==> src/rtl/dmem_pkg.sv <==
// Shared types and helpers for the data-memory bridge: FSM encoding, store
// formats, and the byte-enable / lane-replication rules used on the RAM side.
package dmem_pkg;

  typedef enum logic [1:0] {
    ST_IDLE   = 2'd0,
    ST_ACCESS = 2'd1,
    ST_RESP   = 2'd2
  } state_e;

  localparam logic [1:0] FMT_WORD = 2'b00;
  localparam logic [1:0] FMT_HALF = 2'b01;
  localparam logic [1:0] FMT_BYTE = 2'b10;
  localparam logic [1:0] FMT_RSVD = 2'b11;

  function automatic logic [3:0] be_gen(input logic [1:0] fmt, input logic [1:0] off);
    case (fmt)
      FMT_WORD: be_gen = 4'b1111;
      FMT_HALF: be_gen = off[1] ? 4'b1100 : 4'b0011;
      FMT_BYTE: be_gen = 4'b0001 << off;
      default:  be_gen = 4'b0000;
    endcase
  endfunction

  // Replicate the right-justified store data into every lane it could target,
  // so the byte enables alone select the destination.
  function automatic logic [31:0] lane_rep(input logic [1:0] fmt, input logic [31:0] data);
    case (fmt)
      FMT_WORD: lane_rep = data;
      FMT_HALF: lane_rep = {data[15:0], data[15:0]};
      FMT_BYTE: lane_rep = {4{data[7:0]}};
      default:  lane_rep = 32'h0;
    endcase
  endfunction

endpackage

==> src/rtl/dmem_req_check.sv <==
// Combinational request validation: strobe exclusivity, reserved format,
// alignment and address range, plus the RAM word index of the address.
module dmem_req_check
  import dmem_pkg::*;
#(
  parameter logic [31:0] BASE_ADDR  = 32'h1001_0000,
  parameter int          DEPTH_LOG2 = 11
) (
  input  logic [31:0]           addr,
  input  logic [1:0]            fmt,
  input  logic                  r,
  input  logic                  w,
  output logic                  ok,
  output logic [DEPTH_LOG2-1:0] word_idx
);

  localparam logic [32:0]           LIMIT     = {1'b0, BASE_ADDR} + (33'd4 << DEPTH_LOG2);
  localparam logic [DEPTH_LOG2-1:0] BASE_WORD = BASE_ADDR[DEPTH_LOG2+1:2];

  logic in_range;
  logic store_aligned;

  assign in_range = (addr >= BASE_ADDR) && ({1'b0, addr} < LIMIT);

  // NOTE: every output of a combinational block gets a default first, so no
  // path through the case can leave it unassigned and infer a latch.
  always_comb begin
    store_aligned = 1'b0;
    case (fmt)
      FMT_WORD: store_aligned = (addr[1:0] == 2'b00);
      FMT_HALF: store_aligned = (addr[0] == 1'b0);
      FMT_BYTE: store_aligned = 1'b1;
      default:  store_aligned = 1'b0;
    endcase
  end

  // Loads are always whole-word reads, so only stores care about format.
  assign ok       = (r ^ w) && in_range && (r || store_aligned);
  assign word_idx = addr[DEPTH_LOG2+1:2] - BASE_WORD;

endmodule

==> src/rtl/dmem_bridge.sv <==
// Core-to-RAM data-memory bridge: validates load/store requests, drives a
// variable-latency single-port RAM with byte enables, and reports done/err.
module dmem_bridge
  import dmem_pkg::*;
#(
  parameter logic [31:0] BASE_ADDR  = 32'h1001_0000,
  parameter int          DEPTH_LOG2 = 11,
  parameter int          TIMEOUT    = 16
) (
  input  logic                  clk,
  input  logic                  rstn,
  input  logic                  dmem_r,
  input  logic                  dmem_w,
  input  logic [31:0]           data_addr,
  input  logic [31:0]           w_data,
  input  logic [1:0]            store_format_signal,
  output logic [31:0]           dmem_data,
  output logic [1:0]            detail_pos,
  output logic                  busy,
  output logic                  done,
  output logic                  err,
  output logic                  mem_en,
  output logic                  mem_we,
  output logic [DEPTH_LOG2-1:0] mem_addr,
  output logic [3:0]            mem_be,
  output logic [31:0]           mem_wdata,
  input  logic [31:0]           mem_rdata,
  input  logic                  mem_ack
);

  localparam int               CNT_W    = $clog2(TIMEOUT);
  localparam logic [CNT_W-1:0] CNT_LAST = CNT_W'(TIMEOUT - 1);

  state_e                  state_q;
  logic [CNT_W-1:0]        cnt_q;
  logic [31:0]             dmem_data_q;
  logic [1:0]              detail_pos_q;
  logic                    busy_q;
  logic                    done_q;
  logic                    err_q;
  logic                    mem_en_q;
  logic                    mem_we_q;
  logic [DEPTH_LOG2-1:0]   mem_addr_q;
  logic [3:0]              mem_be_q;
  logic [31:0]             mem_wdata_q;

  logic                    req;
  logic                    req_ok;
  logic [DEPTH_LOG2-1:0]   req_idx;
  logic [3:0]              mem_be_d;
  logic [31:0]             mem_wdata_d;

  dmem_req_check #(
    .BASE_ADDR (BASE_ADDR),
    .DEPTH_LOG2(DEPTH_LOG2)
  ) u_req_check (
    .addr    (data_addr),
    .fmt     (store_format_signal),
    .r       (dmem_r),
    .w       (dmem_w),
    .ok      (req_ok),
    .word_idx(req_idx)
  );

  assign req         = dmem_r | dmem_w;
  assign mem_be_d    = dmem_w ? be_gen(store_format_signal, data_addr[1:0]) : 4'b1111;
  assign mem_wdata_d = dmem_w ? lane_rep(store_format_signal, w_data) : 32'h0;

  // NOTE: sequential state is written with non-blocking assignments only, so
  // every register samples the pre-edge value of every other register.
  always_ff @(posedge clk or negedge rstn) begin
    if (!rstn) begin
      state_q      <= ST_IDLE;
      cnt_q        <= '0;
      dmem_data_q  <= 32'h0;
      detail_pos_q <= 2'b00;
      busy_q       <= 1'b0;
      done_q       <= 1'b0;
      err_q        <= 1'b0;
      mem_en_q     <= 1'b0;
      mem_we_q     <= 1'b0;
      mem_addr_q   <= '0;
      mem_be_q     <= 4'b0000;
      mem_wdata_q  <= 32'h0;
    end else begin
      done_q <= 1'b0;
      err_q  <= 1'b0;
      case (state_q)
        ST_IDLE: begin
          // The controller still holds its strobe during the err cycle; that
          // cycle is skipped so one bad request yields exactly one err pulse.
          if (req && !err_q) begin
            if (req_ok) begin
              state_q      <= ST_ACCESS;
              cnt_q        <= '0;
              detail_pos_q <= data_addr[1:0];
              busy_q       <= 1'b1;
              mem_en_q     <= 1'b1;
              mem_we_q     <= dmem_w;
              mem_addr_q   <= req_idx;
              mem_be_q     <= mem_be_d;
              mem_wdata_q  <= mem_wdata_d;
            end else begin
              err_q <= 1'b1;
            end
          end
        end
        ST_ACCESS: begin
          if (mem_ack) begin
            if (!mem_we_q) dmem_data_q <= mem_rdata;
            state_q  <= ST_RESP;
            busy_q   <= 1'b0;
            mem_en_q <= 1'b0;
            done_q   <= 1'b1;
          end else if (cnt_q == CNT_LAST) begin
            state_q  <= ST_IDLE;
            busy_q   <= 1'b0;
            mem_en_q <= 1'b0;
            err_q    <= 1'b1;
          end else begin
            cnt_q <= cnt_q + CNT_W'(1);
          end
        end
        ST_RESP: state_q <= ST_IDLE;
        default: state_q <= ST_IDLE;
      endcase
    end
  end

  assign dmem_data  = dmem_data_q;
  assign detail_pos = detail_pos_q;
  assign busy       = busy_q;
  assign done       = done_q;
  assign err        = err_q;
  assign mem_en     = mem_en_q;
  assign mem_we     = mem_we_q;
  assign mem_addr   = mem_addr_q;
  assign mem_be     = mem_be_q;
  assign mem_wdata  = mem_wdata_q;

endmodule

==> config.mk <==
export PLATFORM = sky130hd
export DESIGN_NAME = dmem_bridge
export DESIGN_NICKNAME = d
export VERILOG_FILES = /design/src/rtl/dmem_pkg.sv /design/src/rtl/dmem_req_check.sv /design/src/rtl/dmem_bridge.sv
export SDC_FILE = /design/constraint.sdc
export NUM_CORES = 1
export LEC_CHECK = 0
export ABC_AREA = 1
export CORE_UTILIZATION = 46
export CTS_BUF_LIST = sky130_fd_sc_hd__clkbuf_4
export DETAILED_ROUTE_END_ITERATION = 8
export PLACE_DENSITY = 0.88
export SYNTH_ARGS = -nofsm -noshare
export SYNTH_HDL_FRONTEND = slang
export SYNTH_HIERARCHICAL = 1
export SYNTH_SLANG_ARGS = --single-unit
export TNS_END_PERCENT = 30
==> constraint.sdc <==
create_clock -name clk -period 2.8 [get_ports clk]
set_input_delay 0.56 -clock clk [delete_from_list [all_inputs] [get_ports clk]]
set_output_delay 0.56 -clock clk [all_outputs]
set_load 0.01 [all_outputs]
==> results.cfg, run 1 <==
[worst_setup_path]
critical_path_buf_inv_count = 2
crit_top_cell = nand2_1
cp_top_family = simple AND/OR/NAND/NOR gates
start_kind = input port
cp.arrival_ns = 2.47
critPathKind = input port to flip-flop
end_kind = flip-flop
max_stage_delay_ns = 0.56
critPathMaxFanout = 24
cp.required_ns = 3.16
critical-path-slowest-cell = clkdlybuf4s50_1
crit_chain = clkdlybuf4s50_1 -> nor2_1 -> nor2_1 -> nand2_1 -> nor2_2 -> nand2_1 -> nor2_1 -> nand2_1 -> nor2_4 -> nand2_4 -> inv_2 -> nand2_1 -> nand2_1

[layout]
syn_to_final_growth_pct = 49.7
multiInputGateArea_um2 = 1620
drive_gt1_share_pct = 5.46
stdcell_count = 822
final_nets = 813
n_antenna_cell = 0
utilization_pct = 71.4
n_fill_cell = 671
seq_area_um2 = 2280

[timing]
tightest_slew_ns = 0.583
relSlewSlack_pct = 61.1
skew_ns = 0.00990
finalSetupTns_ns = 0
finalCriticalPeriod_ns = 2.11
drv_slew = 0
fin_crit_sh_pct = 75.4
rsz0062_at_grt = no
fmax_mhz = 474
hold_viol = 0
finalSetupViolCount = 0

[synthesis]
synth_compound_area_share_pct = 4.84
ys_async_sr_fraction_pct = 100
yosysMostFrequentCell = nand2_1
synth_adder_area_share_pct = 0.301
muxShareOfSynthArea_pct = 0
synth-xor-area-share_pct = 0.210
ys_types = 23
yosysWarnings = 6
seq_area_frac_synth_pct = 54.7
synthTopCellsByArea = dfrtp_1, nand2_1, nand3_1
synth_edf_count = 0
synth_area_leader_cell = dfrtp_1
synth.avg_cell_area_um2 = 7.84
netlist_area_um2 = 4160
syn_nets = 635
yosys-top-cells-count = nand2_1, dfrtp_1, nand3_1
synthSimpleGateAreaFrac_pct = 33.5
synth_top_area_share_pct = 54.7
synth_cells = 531
ys.flop_type = dfrtp_1
synth-seq-cells = 91
synth_top_family_by_area = simple AND/OR/NAND/NOR gates

[placement]
gp_congestion = 0.944
hpwl_um = 8820
portBuffers = 188
place_inst = 806

[pwr]
power.density_nw_per_um2 = 373
ir_drop_mv = 0.253
total_leakage_power_nw = 3.12

[job]
cap_violations = 0

[cts]
clock_sinks = 91
cts_setup_buffers = 0
cts_resized = 0
path_clk_slew_ns = 0.13
cts-root-buf = clkbuf_4
htreeDepth = 3
cts-hold-fix-buffers = 0
cts_buffers = 9
cts_tree = yes
clkLatencyLatePin_ns = 0.42
clockBufferDepth = 2

[drt]
ant_nets = 0
wire_per_inst_um = 14.2
via_count = 4152
wl_um = 11700
drc_errors = 0
vias_per_cell = 5.05
drt_iter0_markers = 180
drt_first_pass_iters = 4

[global_route]
grt-busiest-layer = met2
antenna_found_initial = 0
track_usage_pct = 25.3
use_met3_pct = 6.47
grtUsageMet1_pct = 31.8
overflow = 0
grt_pass1_vias = 4100
grt_use_met2_pct = 41.8
grt_max_degree = 48
grt_pass1_wl_um = 19100

[floorplanning]
die_area_um2 = 9430
rows = 34
io_pins = 189
die_width_um = 97.1
fp.dieH_um = 97.1
initial_core_util_pct = 47.7
core_um2 = 8720

[status]
outcome = finished clean

[min_path]
hold_path.class = input port to asynchronous set/reset pin
placed cells by master (no fill, tap or decap), types with 2 or more instances in the layout:
cell	instances
a21oi_1	2
buf_4	11
clkbuf_4	9
clkdlybuf4s50_1	187
clkinv_2	2
clkinv_4	2
dfrtp_1	91
inv_1	18
inv_2	2
inv_6	2
nand2_1	276
nand3_1	45
nor2_1	19
nor2_2	5
o211ai_1	4
o21ai_0	18
o21ai_1	8
o21bai_1	2
sequential cells by signal (all words and copies together), names as in the netlist:
name and count:
cnt_q 4, detail_pos 2, dmem_data 32, done 1, err 1, mem_addr 11, mem_be 4, mem_en 1
mem_wdata 32, mem_we 1, state_q 2
layer usage:
layer / part of all wire, % / wire, um
met1: 42 / 4900
met2: 47 / 5490
met3: 8.6 / 998
met4: 2.3 / 272
met5: 0 / 0
per-stage QoR:
stage	power [W]	hold WS (ns)	setup slack (ns)	instance area [um2]
detailed placement	0.00161	0.458	0.235	6090
global route	0.00242	0.123	0.484	6230
floorplan	0.00141	0.264	0.917	4160
finish	0.00232	0.118	0.689	6230
CTS	0.00234	0.115	0.712	6230
global placement	0.00161	0.452	0.308	6090
power breakdown:
part	total, W	switching [W]	internal [W]
clock network	0.000736	0.000457	0.000279
registers	0.00132	0.00000188	0.00132
logic	0.000267	0.000110	0.000156
total	0.00232	0.000569	0.00175
worst register-to-register path, delay by kind of cell (launching register included):
kind / cells / cell delay [ns]
buf+inv: 1 / 0.30
flops: 1 / 0.43
simple gates: 6 / 0.74
area by class of cell:
class	count	area share (%)
inverters	21	1.27
clock buffers	9	1.08
flip-flops and latches	91	36.6
repair buffers	199	31.7
multi-input cells	387	26.0
clock inverters	7	1.21
well taps	108	2.17
cells by family after synthesis:
group | after synthesis
AOI/OAI and AO/OA | 36
adders and majority gates | 1
buffers and inverters | 53
xor gates and xnor gates | 1
DFF | 91
and+or+nand+nor | 349
final timing paths:
| check | from | endpoint | slack (ns) | cells after the start |
|---|---|---|---|---|
| worst max-delay path | dmem_r | mem_wdata[25]$_DFFE_PN0P_ | 0.69 | 13 |
| worst min-delay path | rstn | dmem_data[6]$_DFFE_PN0P_ | 0.12 | 1 |
| worst min register to register | dmem_data[8]$_DFFE_PN0P_ | dmem_data[8]$_DFFE_PN0P_ | 0.49 | 2 |
| worst max register to register | state_q[1]$_DFFE_PN0P_ | mem_wdata[25]$_DFFE_PN0P_ | 1.28 | 7 |
| max in group asynchronous | rstn | mem_wdata[25]$_DFFE_PN0P_ | 2.01 | 2 |
| min in group clk | dmem_data[8]$_DFFE_PN0P_ | dmem_data[8]$_DFFE_PN0P_ | 0.49 | 2 |
(Power assumes the default switching activity.)
==> inputs of run 2 (changes only) <==
--- a/config.mk
+++ b/config.mk
@@ -6,10 +6,10 @@
 export NUM_CORES = 1
 export LEC_CHECK = 0
 export ABC_AREA = 1
-export CORE_UTILIZATION = 46
+export CORE_UTILIZATION = 39
 export CTS_BUF_LIST = sky130_fd_sc_hd__clkbuf_4
 export DETAILED_ROUTE_END_ITERATION = 8
-export PLACE_DENSITY = 0.88
+export PLACE_DENSITY = 0.79
 export SYNTH_ARGS = -nofsm -noshare
 export SYNTH_HDL_FRONTEND = slang
 export SYNTH_HIERARCHICAL = 1
==> constraint.sdc (replaced) <==
create_clock -name clk -period 1.8 [get_ports clk]
set_input_delay 0.36 -clock clk [delete_from_list [all_inputs] [get_ports clk]]
set_output_delay 0.36 -clock clk [all_outputs]
set_load 0.01 [all_outputs]
==> run 2 against run 1 <==
Clock skew rose by 0.014 ns; via count rose by 0.96%; critical path depth fell by 12; worst setup slack got worse by 0.63 ns; clock-buffer cell count did not move; cell count rose by 5.0%; combinational power rose by 61%; global-route usage fell by 2.6 points; flip-flop and latch count did not move; first-iteration DRC count rose by 42%; routed wire length rose by 4.7%; register-to-register slack got worse by 0.94 ns; critical path type is now flip-flop to output port; largest cell class unchanged; largest power group unchanged; highest routed layer unchanged.
==> results.cfg, run 2 (same netlist as run 1, synthesis figures left out) <==
[cts]
cts-root-buf = clkbuf_4
htreeDepth = 3
clockBufferDepth = 2
clkLatencyLatePin_ns = 0.45
cts_buffers = 9
clock_sinks = 91
cts_tree = yes
path_clk_slew_ns = 0.15

[pwr]
total_leakage_power_nw = 4.10
power.density_nw_per_um2 = 568
ir_drop_mv = 0.315

[worst_setup_path]
end_kind = output port
critical_path_buf_inv_count = 1
r2r-end = dmem_data[2]$_DFFE_PN0P_
reg2reg_depth = 6
startpoint = mem_wdata[1]$_DFFE_PN0P_
cp.arrival_ns = 1.38
cp_top_family = buffers and inverters
rr_startpoint = state_q[1]$_DFFE_PN0P_
reg2reg_slack_ns = 0.34
start_kind = flip-flop
critPathMaxFanout = 2
cp-endpoint = mem_wdata[1]
critical-path-slowest-cell = clkdlybuf4s50_1
cp_num_cells = 1
critPathKind = flip-flop to output port
max_stage_delay_ns = 0.55
cp.required_ns = 1.44
crit_chain = clkdlybuf4s50_1

[floorplanning]
fp.dieH_um = 105
rows = 37
core_um2 = 10300
die_width_um = 105
io_pins = 189
initial_core_util_pct = 40.3
die_area_um2 = 11100

[timing]
fmax_mhz = 575
finalSetupViolCount = 0
relSlewSlack_pct = 67.8
fin_crit_sh_pct = 96.6
rsz0062_at_grt = no
drv_slew = 0
final.setup.worst_slack_ns = 0.0604
finalCriticalPeriod_ns = 1.74
skew_ns = 0.0242
fin_hold_ws_ns = 0.434
tightest_slew_ns = 0.483
hold_viol = 0

[layout]
n_fill_cell = 884
syn_to_final_growth_pct = 58.0
final_cell_mix = nand2_1, clkdlybuf4s50_1, dfrtp_1, dlymetal6s2s_1, nand3_1
multiInputGateArea_um2 = 1630
n_antenna_cell = 0
final_nets = 827
seq_area_um2 = 2280
drive_gt1_share_pct = 7.02
final_common_cell = nand2_1

[drt]
wl_um = 12200
drc_errors = 0
wire_per_inst_um = 14.1
drt_iter0_markers = 256
drt_first_pass_iters = 4
vias_per_cell = 4.86
ant_nets = 0
via_count = 4192

[job]
cap_violations = 0

[global_route]
overflow = 0
track_usage_pct = 22.7
grt_max_degree = 92
antenna_found_initial = 0
grt_pass1_vias = 4211
grt_pass1_wl_um = 20000

[placement]
gp_congestion = 0.947
pre_cts_ws_ns = -0.370
portBuffers = 188
hpwl_um = 8970

[min_path]
holdPathStages = 3
hold_path.class = input port to flip-flop

[status]
outcome = finished clean
[run 2: through the flow]
step	instance area [um2]	utilization, %	setup TNS (ns)	total power, W	std cells
after detailed placement	6270	60.7	-18.79	0.00252	845
final	6580	63.7	0	0.00373	863
after CTS	6440	62.4	0	0.00376	862
after global placement	6270	60.7	-16.75	0.00251	845
after floorplan	4160	-	0	0.00220	531
after global routing	6580	63.7	0	0.00389	863
[run 2: worst min path at each step]
| stage | startpoint | to | slack (ns) |
|---|---|---|---|
| after CTS | data_addr[9] | mem_addr[7]$_DFFE_PN0P_ | 0.42 |
| final | data_addr[9] | mem_addr[7]$_DFFE_PN0P_ | 0.43 |
| after global placement | rstn | dmem_data[6]$_DFFE_PN0P_ | 0.44 |
| after global routing | data_addr[6] | mem_addr[4]$_DFFE_PN0P_ | 0.41 |
| after detailed placement | rstn | dmem_data[10]$_DFFE_PN0P_ | 0.45 |
| after floorplan | rstn | cnt_q[0]$_DFFE_PN0P_ | 0.06 |
[run 2: repair_timing]
action	CTS	global route
endpoints found under the hold margin	91	0
gates resized for setup	0	51
endpoints found under the setup margin	2	98
hold buffers	1	0
buffers inserted	1	1
pin swaps	0	2
[run 2: where the power goes]
| part | internal, W | switching (W) | total [W] |
|---|---|---|---|
| registers | 0.00205 | 0.00000249 | 0.00205 |
| logic | 0.000256 | 0.000175 | 0.000430 |
| clock network | 0.000559 | 0.000694 | 0.00125 |
[run 2: layout make-up]
cell class	count	share of cell area (%)
tap	136	2.59
inverter	21	1.20
multi-input combinational	387	24.8
clock inverter	6	1.35
timing repair buffer	213	34.4
sequential	91	34.6
clock buffer	9	1.03
[run 2: routing by layer]
layer,GRT usage [%],vias up,wire length [um]
met4,8.35,0,275
met5,0,-,0
met2,38.1,200,5960
met1,28.0,1938,4960
met3,6.12,21,1010
li1,-,2033,-
==> inputs of run 3 (changes only) <==
--- a/config.mk
+++ b/config.mk
@@ -9,6 +9,7 @@
 export CORE_UTILIZATION = 39
 export CTS_BUF_LIST = sky130_fd_sc_hd__clkbuf_4
 export DETAILED_ROUTE_END_ITERATION = 8
+export MAX_ROUTING_LAYER = met4
 export PLACE_DENSITY = 0.79
 export SYNTH_ARGS = -nofsm -noshare
 export SYNTH_HDL_FRONTEND = slang
==> run 3 against run 2 <==
Clock skew hardly changed; critical path depth stayed put; power is 0.33% lower; design area is 0.97% lower; sequential share of layout area is 0.34 points higher; cell count stayed put; routed wire length is 1.3% lower; non-clock buffer count stayed put; worst hold slack better by 0.019 ns; via count is 0.62% higher.
==> results.cfg, run 3 (same netlist as run 1, synthesis figures left out) <==
[layout]
stdcell_area_um2 = 6510
final_cell_mix = nand2_1, clkdlybuf4s50_1, dfrtp_1, nand3_1, dlymetal6s2s_1
drive_gt1_share_pct = 7.29
syn_to_final_growth_pct = 56.5
n_antenna_cell = 0
utilization_pct = 63.1
n_fill_cell = 882
final_nets = 827
final_common_cell = nand2_1

[worst_setup_path]
reg2reg_slack_ns = 0.33
critical-path-slowest-cell = clkdlybuf4s50_1
r2r-end = dmem_data[2]$_DFFE_PN0P_
cp.arrival_ns = 1.37
start_kind = flip-flop
max_stage_delay_ns = 0.55
rr_startpoint = state_q[1]$_DFFE_PN0P_
critPathKind = flip-flop to output port
cp.required_ns = 1.44
critical_path_buf_inv_count = 1
critPathMaxFanout = 2
reg2reg_depth = 6
cp_top_family = buffers and inverters
end_kind = output port
crit_chain = clkdlybuf4s50_1

[drt]
wl_um = 12000
ant_nets = 0
drt_iter0_markers = 243
vias_per_cell = 4.89
wire_per_inst_um = 14.0
drt_first_pass_iters = 4
drc_errors = 0
via_count = 4218

[pwr]
power.density_nw_per_um2 = 571
ir_drop_mv = 0.315
totalPowerFinal_w = 0.00372
total_leakage_power_nw = 3.57

[floorplanning]
die_area_um2 = 11100
rows = 37
initial_core_util_pct = 40.3
core_um2 = 10300
die_width_um = 105
fp.dieH_um = 105
io_pins = 189

[timing]
finalCriticalPeriod_ns = 1.73
rsz0062_at_grt = no
fmax_mhz = 577
fin_crit_sh_pct = 96.3
skew_ns = 0.0240
relSlewSlack_pct = 67.3
tightest_slew_ns = 0.490
finalSetupViolCount = 0
hold_viol = 0
drv_slew = 0

[cts]
cts_buffers = 9
cts-root-buf = clkbuf_4
clockBufferDepth = 2
clock_sinks = 91
path_clk_slew_ns = 0.15
cts_tree = yes
clkLatencyLatePin_ns = 0.43
htreeDepth = 3

[placement]
portBuffers = 188
placed_cell_area_um2 = 6270
hpwl_um = 8970
gp_congestion = 0.965

[status]
outcome = finished clean

[global_route]
grt_pass1_wl_um = 20000
antenna_found_initial = 0
track_usage_pct = 23.2
overflow = 0
grt_max_degree = 92
grt_pass1_vias = 4222

[job]
cap_violations = 0

[min_path]
holdPathStages = 3
min_to = mem_addr[7]$_DFFE_PN0P_
hold_path.class = input port to flip-flop
hold_start = data_addr[9]
[run 3: power breakdown]
part	switching [W]	leakage, nW	total, W	internal (W)
Sequential	0.00000250	1.26	0.00205	0.00205
Combinational	0.000175	2.23	0.000431	0.000256
Clock	0.000680	0.0800	0.00124	0.000559
[run 3: tightest hold or removal path, cell delays in order]
cell             delay (ns)
clkdlybuf4s50_1        0.40
nand2_1                0.06
nand2_1                0.04
[run 3: worst max-delay path by stage]
stage                                          from                   endpoint  slack (ns)  cells past startpoint
after floorplan                       data_addr[19]  mem_wdata[25]$_DFFE_PN0P_        0.12                     14
after global placement                       dmem_r      mem_be[0]$_DFFE_PN0P_       -0.32                     13
after detailed placement                     dmem_r    mem_addr[8]$_DFFE_PN0P_       -0.37                     13
after CTS                        mem_en$_DFFE_PN0P_                     mem_en       0.005                      1
after global routing      dmem_data[19]$_DFFE_PN0P_              dmem_data[19]       0.001                      1
final                     mem_wdata[23]$_DFFE_PN0P_              mem_wdata[23]        0.07                      1
[run 3: area by class of cell]
class	count	area [um2]	area share [%]
well taps	136	170	2.61
clock inverters	6	88.8	1.36
flip-flops and latches	91	2280	35.0
inverters	21	78.8	1.21
repair buffers	213	2200	33.7
multi-input cells	387	1630	25.1
clock buffers	9	67.6	1.04
[run 3: per-layer routing]
layer | wire length (um) | up-vias | share of wire [%] | GRT usage, %
li1 | - | 2033 | - | -
met1 | 4970 | 1944 | 41 | 28.1
met2 | 5880 | 219 | 49 | 38.1
met3 | 926 | 22 | 7.7 | 4.58
met4 | 262 | 0 | 2.2 | 9.26
met5 | 0 | - | 0 | -
[run 3: what timing repair did]
action                                 4_1_cts  5_1_grt
setup endpoints to repair                    2       73
setup buffers                                1        1
cloned                                       0        0
pin swaps                                    0        2
gates resized for setup                      0       25
endpoints found under the hold margin       91        0
hold buffers                                 1        0
[run 3: through the flow]
step	setup TNS (ns)	cells	setup WS, ns	hold WS, ns
floorplan	0	531	0.117	0.0644
global placement	-16.75	845	-0.318	0.436
detailed placement	-18.79	845	-0.370	0.448
CTS	0	862	0.00457	0.421
global route	0	863	0.00105	0.430
finish	0	863	0.0674	0.454
